**config.mk**
```make
export PLATFORM = sky130hd
export DESIGN_NAME = if_fetch_unit
export DESIGN_NICKNAME = d
export VERILOG_FILES = /design/src/rtl/if_fetch_unit.sv
export SDC_FILE = /design/constraint.sdc
export NUM_CORES = 1
export LEC_CHECK = 0
export CORE_MARGIN = 5
export CORE_UTILIZATION = 40
export CTS_CLUSTER_DIAMETER = 60
export DETAILED_ROUTE_END_ITERATION = 8
export GPL_ROUTABILITY_DRIVEN = 1
export PLACE_DENSITY = 0.75
export SKIP_LAST_GASP = 1
export SLEW_MARGIN = 15
export SYNTH_ARGS = -nofsm -noshare
export SYNTH_HDL_FRONTEND = slang
export SYNTH_SLANG_ARGS = --single-unit
export TNS_END_PERCENT = 20
```
**constraint.sdc**
```tcl
create_clock -name clk -period 10.45 [get_ports clk]
set_input_delay 2.09 -clock clk [delete_from_list [all_inputs] [get_ports clk]]
set_output_delay 2.09 -clock clk [all_outputs]
set_load 0.005 [all_outputs]
```
**src/rtl/if_fetch_unit.sv**
```systemverilog
// RV32I instruction-fetch stage: req/gnt word fetch, in-order response buffering, valid/ready hand-off to ID.
// Optional opcode precheck on buffered words is compiled in when IF_ILLEGAL_PRECHECK_EN is defined.
module if_fetch_unit #(
   parameter logic [31:0] RESET_PC   = 32'h0000_0000,
   parameter int unsigned FIFO_DEPTH = 2
) (
   input  logic        clk,
   input  logic        rst,
   input  logic        redirect_i,
   input  logic [31:0] redirect_pc_i,
   output logic        imem_req_o,
   output logic [31:0] imem_addr_o,
   input  logic        imem_gnt_i,
   input  logic        imem_rvalid_i,
   input  logic [31:0] imem_rdata_i,
   output logic        id_valid_o,
   output logic [31:0] id_instr_o,
   output logic [31:0] id_pc_o,
   input  logic        id_ready_i,
   output logic        id_illegal_o
);
   localparam int unsigned PTR_W = $clog2(FIFO_DEPTH);
   localparam int unsigned CNT_W = $clog2(FIFO_DEPTH + 1);
   localparam int unsigned SUM_W = CNT_W + 1;

   typedef enum logic [1:0] {
      S_IDLE  = 2'd0,
      S_RUN   = 2'd1,
      S_FLUSH = 2'd2
   } state_t;

   state_t           state_q, state_d;
   logic [31:0]      fetch_pc_q;
   logic [CNT_W-1:0] outstanding_q, discard_q, discard_d, fifo_count_q, rsp_left;
   logic [PTR_W-1:0] fifo_wr_q, fifo_rd_q, pend_wr_q, pend_rd_q;
   logic [31:0]      fifo_instr_q [FIFO_DEPTH];
   logic [31:0]      fifo_pc_q    [FIFO_DEPTH];
   logic [31:0]      pend_pc_q    [FIFO_DEPTH];
   logic             flush, handshake, push, pop, fifo_full;
   logic [SUM_W-1:0] credits_used;

   assign flush        = redirect_i && (state_q != S_IDLE);
   assign handshake    = imem_req_o && imem_gnt_i;
   assign push         = (state_q == S_RUN) && imem_rvalid_i && !redirect_i;
   assign pop          = id_valid_o && id_ready_i && !flush;
   assign fifo_full    = (fifo_count_q == CNT_W'(FIFO_DEPTH));
   assign rsp_left     = outstanding_q - CNT_W'(imem_rvalid_i);
   assign credits_used = SUM_W'(outstanding_q) + SUM_W'(fifo_count_q);

   // Responses still to be dropped: reloaded on redirect, counted down in FLUSH
   always_comb begin
      discard_d = discard_q;
      if (flush) begin
         discard_d = rsp_left;
      end else if ((state_q == S_FLUSH) && imem_rvalid_i) begin
         discard_d = discard_q - CNT_W'(1);
      end
   end

   // State register
   always_ff @(posedge clk) begin
      if (rst) begin
         state_q <= S_IDLE;
      end else begin
         state_q <= state_d;
      end
   end

   // Next-state logic
   always_comb begin
      state_d = state_q;
      case (state_q)
         S_IDLE:  state_d = S_RUN;
         S_RUN:   if (flush && (discard_d != '0)) state_d = S_FLUSH;
         S_FLUSH: if (discard_d == '0) state_d = S_RUN;
         default: state_d = S_IDLE;
      endcase
   end

   // Output logic; a request is only raised while a free buffer slot is guaranteed
   always_comb begin
      imem_req_o  = 1'b0;
      id_valid_o  = 1'b0;
      imem_addr_o = fetch_pc_q;
      id_instr_o  = fifo_instr_q[fifo_rd_q];
      id_pc_o     = fifo_pc_q[fifo_rd_q];
      if ((state_q == S_RUN) && !redirect_i && (credits_used < SUM_W'(FIFO_DEPTH))) begin
         imem_req_o = 1'b1;
      end
      if (fifo_count_q != '0) begin
         id_valid_o = 1'b1;
      end
   end

   // Fetch PC, credit counters and queue pointers
   always_ff @(posedge clk) begin
      if (rst) begin
         fetch_pc_q    <= RESET_PC;
         outstanding_q <= '0;
         discard_q     <= '0;
         fifo_count_q  <= '0;
         fifo_wr_q     <= '0;
         fifo_rd_q     <= '0;
         pend_wr_q     <= '0;
         pend_rd_q     <= '0;
      end else begin
         outstanding_q <= outstanding_q + CNT_W'(handshake) - CNT_W'(imem_rvalid_i);
         discard_q     <= discard_d;
         if (flush) begin
            fetch_pc_q   <= redirect_pc_i & 32'hFFFF_FFFC;
            fifo_count_q <= '0;
            fifo_wr_q    <= '0;
            fifo_rd_q    <= '0;
            pend_wr_q    <= '0;
            pend_rd_q    <= '0;
         end else begin
            if (handshake) begin
               fetch_pc_q <= fetch_pc_q + 32'd4;
               pend_wr_q  <= pend_wr_q + PTR_W'(1);
            end
            if (push) begin
               fifo_wr_q <= fifo_wr_q + PTR_W'(1);
               pend_rd_q <= pend_rd_q + PTR_W'(1);
            end
            if (pop) begin
               fifo_rd_q <= fifo_rd_q + PTR_W'(1);
            end
            fifo_count_q <= fifo_count_q + CNT_W'(push) - CNT_W'(pop);
         end
      end
   end

   // Payload storage; the PC of each returning word comes from the pending-PC queue head
   always_ff @(posedge clk) begin
      if (handshake) begin
         pend_pc_q[pend_wr_q] <= fetch_pc_q;
      end
      if (push) begin
         fifo_instr_q[fifo_wr_q] <= imem_rdata_i;
         fifo_pc_q[fifo_wr_q]    <= pend_pc_q[pend_rd_q];
      end
   end

`ifdef IF_ILLEGAL_PRECHECK_EN
   logic fifo_ill_q [FIFO_DEPTH];

   function automatic logic instr_illegal(input logic [31:0] w);
      case (w[6:0])
         7'h33, 7'h03, 7'h13, 7'h67, 7'h23, 7'h63,
         7'h37, 7'h17, 7'h6F, 7'h0F, 7'h73: instr_illegal = 1'b0;
         default:                          instr_illegal = 1'b1;
      endcase
   endfunction

   always_ff @(posedge clk) begin
      if (push) begin
         fifo_ill_q[fifo_wr_q] <= instr_illegal(imem_rdata_i);
      end
   end

   assign id_illegal_o = id_valid_o && fifo_ill_q[fifo_rd_q];
`else
   assign id_illegal_o = 1'b0;
`endif

   // Credits must make a push into a full buffer impossible
   assert property (@(posedge clk) disable iff (rst) !(push && !pop && fifo_full));

endmodule
```
==> impl_results.md <==
- Unrepaired setup endpoints after global routing: false
- First-pass GRT wire length: 32000 microns
- Slew HR: 25.7%
- HP Class: reg2reg
- Clock Sinks: 228
- Pwr dens: 182 nW/um^2
- Post-CTS Hold Fix Bufs: 0
- Overflow left after global routing: 0
- Port bufs: 161
- Post-synthesis sequential area ratio: 69.7%
- Max-Cap Viols: 0
- Final WL: 20400 microns
- # rows: 55
- Pleak: 3.90 nW
- Fin crit period: 6.17 ns
- Final Hold Violating Endpoints: 0
- Wirelength per Cell: 19.0 microns
- Final net count: 850
- Worst endpoint required time: 8.36 ns
- Antenna diodes: 0
- Die width: 162 microns
- CP Class: in2out
- Clock latency on the worst-skew pair: 0.51 ns
- Clk buf depth: 3
- Max Used Layer: met4
- Place WS: 4.33 ns
- VDD IR-drop max: 0.0883 mV
- Final WS setup: 4.28 ns
- All-layer global routing usage: 15.3%
- Max Fanout on Critical Path: 16
- Synth Instances: 609
- Avg Cell Area, Syn: 15.1 sq um
- # setup viols final: 0
- Netlist cell types: 53
- Yosys top cell area share: 60.1%
- FF-to-FF End: pend_pc_q[0][30]$_DFFE_PP_
- Cell Area, Synth: 9190 sq um
- CP arrival: 4.08 ns
- Total vias in the final route: 5576
- CTS tree: done
- TritonCTS Buffers: 24
- Async set-reset flop share out of synthesis: 0%
- Post-synth EDFFs: 184
- Leading cell type by number of instances after synthesis: edfxtp_1
- Met1 wire length: 8710 microns
- Worst hold start: fifo_rd_q$_SDFFE_PP0P_
- DRC errors left: 0
- Most frequent cells after synthesis: edfxtp_1, mux2_2, dfxtp_1, nor2_1, clkbuf_1
- Clock Skews: 0.0115 ns
- Core area: 22600 sq um
- CTS H-tree lvls: 1
- F_max: 162 MHz
- Met2 WL: 9970 microns
- HPWL Detailed: 13300 microns
- Worst setup EP type: output pin
- Layout area overhead: 29.3%
- Met3 Routed Length: 1400 microns
- Outcome: complete, no violations
- Initial Utilization: 40.6%
- Die area: 26100 sq um
- Vias in the first global route: 5713
- Post-CTS setup buffers: 0
- Ranking of synthesized cells by area: edfxtp_1, mux2_2, dfxtp_1
- Detail Route Antenna Nets: 0
- Initial antenna violation count: 0
- Reg2Reg Setup Slack: 6.38 ns
- Share of cells above drive strength 1: 18.3%
- Period utilization: 59.0%
- Vias per std cell: 5.18
- Post-CTS resize count: 0
- Starting DRT DRC Count: 357
- Slew @ Worst Pin: 1.11 ns
- Post-synth top area cell: edfxtp_1
- Synthesized flop and latch total: 228
- Final Util: 52.5%
- Yosys warning count: 0
- IO Pins: 169
- Hold depth: 2
- Critical Path Start Type: primary input
- Reg2Reg Depth: 7
- Ys flop type: edfxtp_1
- Chip height: 162 microns
- Clock-pin slew on the worst setup and hold paths: 0.06 ns
- Worst r2r src: fifo_count_q[0]$_SDFF_PP0_
- First-pass DRT Iterations: 4
- Max Slew Vio Count: 0
- Largest net degree at the start of global routing: 63
- Root Driver: clkbuf_16
- Setup tns final: 0 ns
- Final GP Congestion: 0.794
per-layer routing:
layer,GRT usage (%),vias up
li1,-,2670
met5,0,-
met4,3.68,0
met1,20.0,2703
met2,26.0,177
met3,3.42,26
layout make-up:
cell class	count	area, sq um
fillers	1851	10800
flip-flops and latches	228	6410
multi-input cells	341	2640
repair buffers	169	1670
clock buffers	35	694
well taps	285	357
clock inverters	9	76.3
inverters	9	33.8
power by group:
group | switching [mW] | total, mW | internal [mW]
registers | 0.0545 | 1.09 | 1.03
logic | 0.108 | 0.253 | 0.145
clock network | 0.332 | 0.819 | 0.487
total | 0.494 | 2.16 | 1.67
stage by stage:
stage	hold WS (ns)	instance area (sq um)	total power, mW	cells
after floorplan	0.469	9210	1.22	613
after global placement	0.485	11100	1.36	1032
after detailed placement	0.487	11100	1.36	1032
after CTS	0.512	11900	2.19	1076
after global routing	0.538	11900	2.25	1076
final	0.513	11900	2.16	1076
worst max-delay path: stages:
cell	delay [ns]
clkdlybuf4s50_1	0.72
or3b_1	0.53
nor3_1	0.19
clkdlybuf4s50_1	0.55
registers in the layout (all words and copies together) (netlist names), named ones only:
name	cells
fifo_instr_q	64
fifo_pc_q	60
pend_pc_q	60
imem_addr_o	30
discard_q	2
fifo_count_q	2
outstanding_q	2
state_q	2
fifo_rd_q	1
fifo_wr_q	1
pend_rd_q	1
pend_wr_q	1
layout by cell type (no fill, tap or decap), drive strengths merged, types with 13 or more instances in the layout:
master	count
a211oi	13
clkbuf	35
clkdlybuf4s50	161
dfxtp	44
edfxtp	184
mux2	92
nand2	20
nand3	17
nand4	13
nor2	38
xor2	13
worst max-delay path by stage:
stage / endpoint / slack [ns] / startpoint / depth (start not counted)
final: imem_req_o / 4.28 / redirect_i / 4
after global placement: imem_req_o / 4.30 / redirect_i / 4
after CTS: imem_req_o / 4.31 / redirect_i / 4
after floorplan: fifo_instr_q[0][0]$_DFFE_PP_ / 4.66 / redirect_i / 4
after global routing: imem_req_o / 4.16 / redirect_i / 4
after detailed placement: imem_req_o / 4.33 / redirect_i / 4
cells by family (layout without fill, tap and decap cells):
| logic type | count (synthesis) | in the layout | share of synthesized area [%] |
|---|---|---|---|
| compound gates | 70 | 70 | 5.36 |
| xor+xnor | 23 | 23 | 2.19 |
| fa+ha+maj | 7 | 7 | 1.03 |
| buf+inv | 44 | 222 | 2.00 |
| flops | 228 | 228 | 69.7 |
| mux | 92 | 92 | 11.3 |
| other cells | 1 | 5 | 0.0408 |
| simple gates | 144 | 144 | 8.40 |
Note: power is estimated with default switching activity, not from simulation.
==> patch (config.mk and constraints unchanged) <==
Build with the macro `IF_ILLEGAL_PRECHECK_EN` defined.
--- a/src/rtl/if_fetch_unit.sv
+++ b/src/rtl/if_fetch_unit.sv
@@ -1,5 +1,7 @@
 // RV32I instruction-fetch stage: req/gnt word fetch, in-order response buffering, valid/ready hand-off to ID.
 // Optional opcode precheck on buffered words is compiled in when IF_ILLEGAL_PRECHECK_EN is defined.
+`define IF_ILLEGAL_PRECHECK_EN
+
 module if_fetch_unit #(
    parameter logic [31:0] RESET_PC   = 32'h0000_0000,
    parameter int unsigned FIFO_DEPTH = 2
Behaviour: not the same (a bounded check fails within 4 cycles, from zero or initial values and one cycle with rst high).
==> patch against the original RTL <==
First-iteration DRC count down 3.9%. Clock power up 3.7%. Synthesized cell count up 1.3%. Count of clock-buffer cells in the layout unchanged. Total power up 0.80%. Die area up 1.1%. Wire length up 2.0%. Sequential cell count up 2. Clock skew up 0.011 ns. Synthesized area up 1.2%. Design area up 1.2%. Setup slack worse by 0.065 ns.
==> patch: results <==
metrics = {
    "clock_network": {
        "worstSkewPairLatency_ns": 0.52,
        "postCtsSetupRepairBufs": 0,
        "ctsResizeCount": 0,
        "clock-root-buffer": "clkbuf_16",
        "path_clk_slew_ns": 0.07,
        "htreeDepth": 1,
        "cts_buffer_depth": 3,
        "numCtsBuffers": 25,
    },
    "worst_hold_path": {
        "worstHoldPathType": "flip-flop to flip-flop",
        "hold_start": "fifo_rd_q",
    },
    "place": {
        "gp_congestion": 0.836,
        "port_buffers": 162,
        "place_inst": 1071,
        "place.detailed.hpwl_um": 13600,
        "place_area_mm2": 0.0112,
        "pre_cts_ws_ns": 4.26,
    },
    "finish": {
        "final_cells": 1117,
        "num_antenna_cells": 0,
        "layout-drive-gt1-share_pct": 19.2,
        "reg_top3": "fifo_instr_q: 64 flops, fifo_pc_q: 60 flops, pend_pc_q: 60 flops",
        "nNetsFinal": 862,
    },
    "synthesis": {
        "ys_top_cells_by_count": "edfxtp_1 (186), mux2_2 (92), dfxtp_1 (44), nor2_1 (36), nand2_1 (32)",
        "seq_area_frac_synth_pct": 69.5,
        "synth_edf_count": 186,
        "synth_area_leaders": "edfxtp_1 (60%), mux2_2 (11%), dfxtp_1 (9.5%), nor2_1 (1.5%), nand2_1 (1.3%)",
        "yosysWarnings": 0,
        "ys_types": 62,
        "synth-async-reset-ratio_pct": 0,
        "avgSynthCellArea_um2": 15.1,
    },
    "setup_path": {
        "cp-startpoint": "redirect_i",
        "cp_top_family": "buffers and inverters",
        "crit_path_max_fanout": 16,
        "crit_path_max_incr_delay_ns": 0.67,
        "arrival_ns": 4.14,
        "rr_startpoint": "outstanding_q[0]",
        "crit_slowest_cell": "clkdlybuf4s50_1",
    },
    "timing": {
        "slew_headroom_pct": 23.4,
        "clock_skew_ns": 0.0229,
    },
    "grt": {
        "antenna_found_initial": 0,
        "met2_usage_pct": 26.0,
        "grt_pass1_wl_um": 32400,
        "track_usage_pct": 15.4,
        "grt_max_degree": 64,
        "met1_usage_pct": 20.3,
        "first_global_vias": 5737,
        "use_met3_pct": 2.81,
    },
    "power": {
        "irDropWorstVdd_uv": 82.0,
        "power.leakage_nw": 4.02,
        "p_sw_w": 0.000495,
    },
    "routing": {
        "vias": 5752,
        "drt_pass1_iterations": 5,
        "drt-total-wl_um": 20800,
        "drtIter0Drc": 343,
    },
    "run_status": {
        "status": "completed",
    },
}
## patch: changes by cell type after synthesis, moves of 7 or more
| cell | change |
|---|---|
| nand2_1 | +12 |
| a211oi_1 | -9 |
| and3_1 | +7 |
| clkbuf_1 | -7 |
| o21ai_0 | +7 |
## patch: path summary, 6_finish.rpt
kind	end	slack (ns)	depth (start not counted)
max	imem_req_o	4.22	4
min	flip-flop	0.51	2
max reg2reg	pend_pc_q[0][18]	6.72	7
min reg2reg	flip-flop	0.51	2
## patch: kinds of logic (layout without fill, tap and decap cells)
group | Yosys count | in the layout | synth area share [%]
AOI/OAI and AO/OA | 78 | 78 | 5.62
DFF | 230 | 230 | 69.5
adders and majority gates | 7 | 7 | 1.02
other | 1 | 4 | 0.0403
buffers and inverters | 42 | 226 | 2.18
muxes | 95 | 95 | 11.5
xor gates and xnor gates | 19 | 19 | 1.79
and+or+nand+nor | 145 | 145 | 8.34
## patch: layout make-up
type	instances	area, um2
multi-input cells	348	2660
flip-flops and latches	230	6470
clock buffers	35	683
well taps	313	392
clock inverters	11	113
fillers	1938	10700
inverters	12	45.0
repair buffers	168	1670
## patch: metal layers
metal | vias up | wire length (um)
li1 | 2686 | -
met1 | 2847 | 8920
met2 | 192 | 10100
met3 | 27 | 1290
met4 | 0 | 471
met5 | - | 0
## patch: power groups by stage
| stage | logic (W) | clock network [W] | registers (W) |
|---|---|---|---|
| after global placement | 0.000237 | 0 | 0.00111 |
| final | 0.000240 | 0.000849 | 0.00109 |
| after detailed placement | 0.000242 | 0 | 0.00111 |
| after CTS | 0.000243 | 0.000867 | 0.00109 |
| after floorplan | 0.000127 | 0 | 0.00109 |
| after global routing | 0.000262 | 0.000913 | 0.00110 |
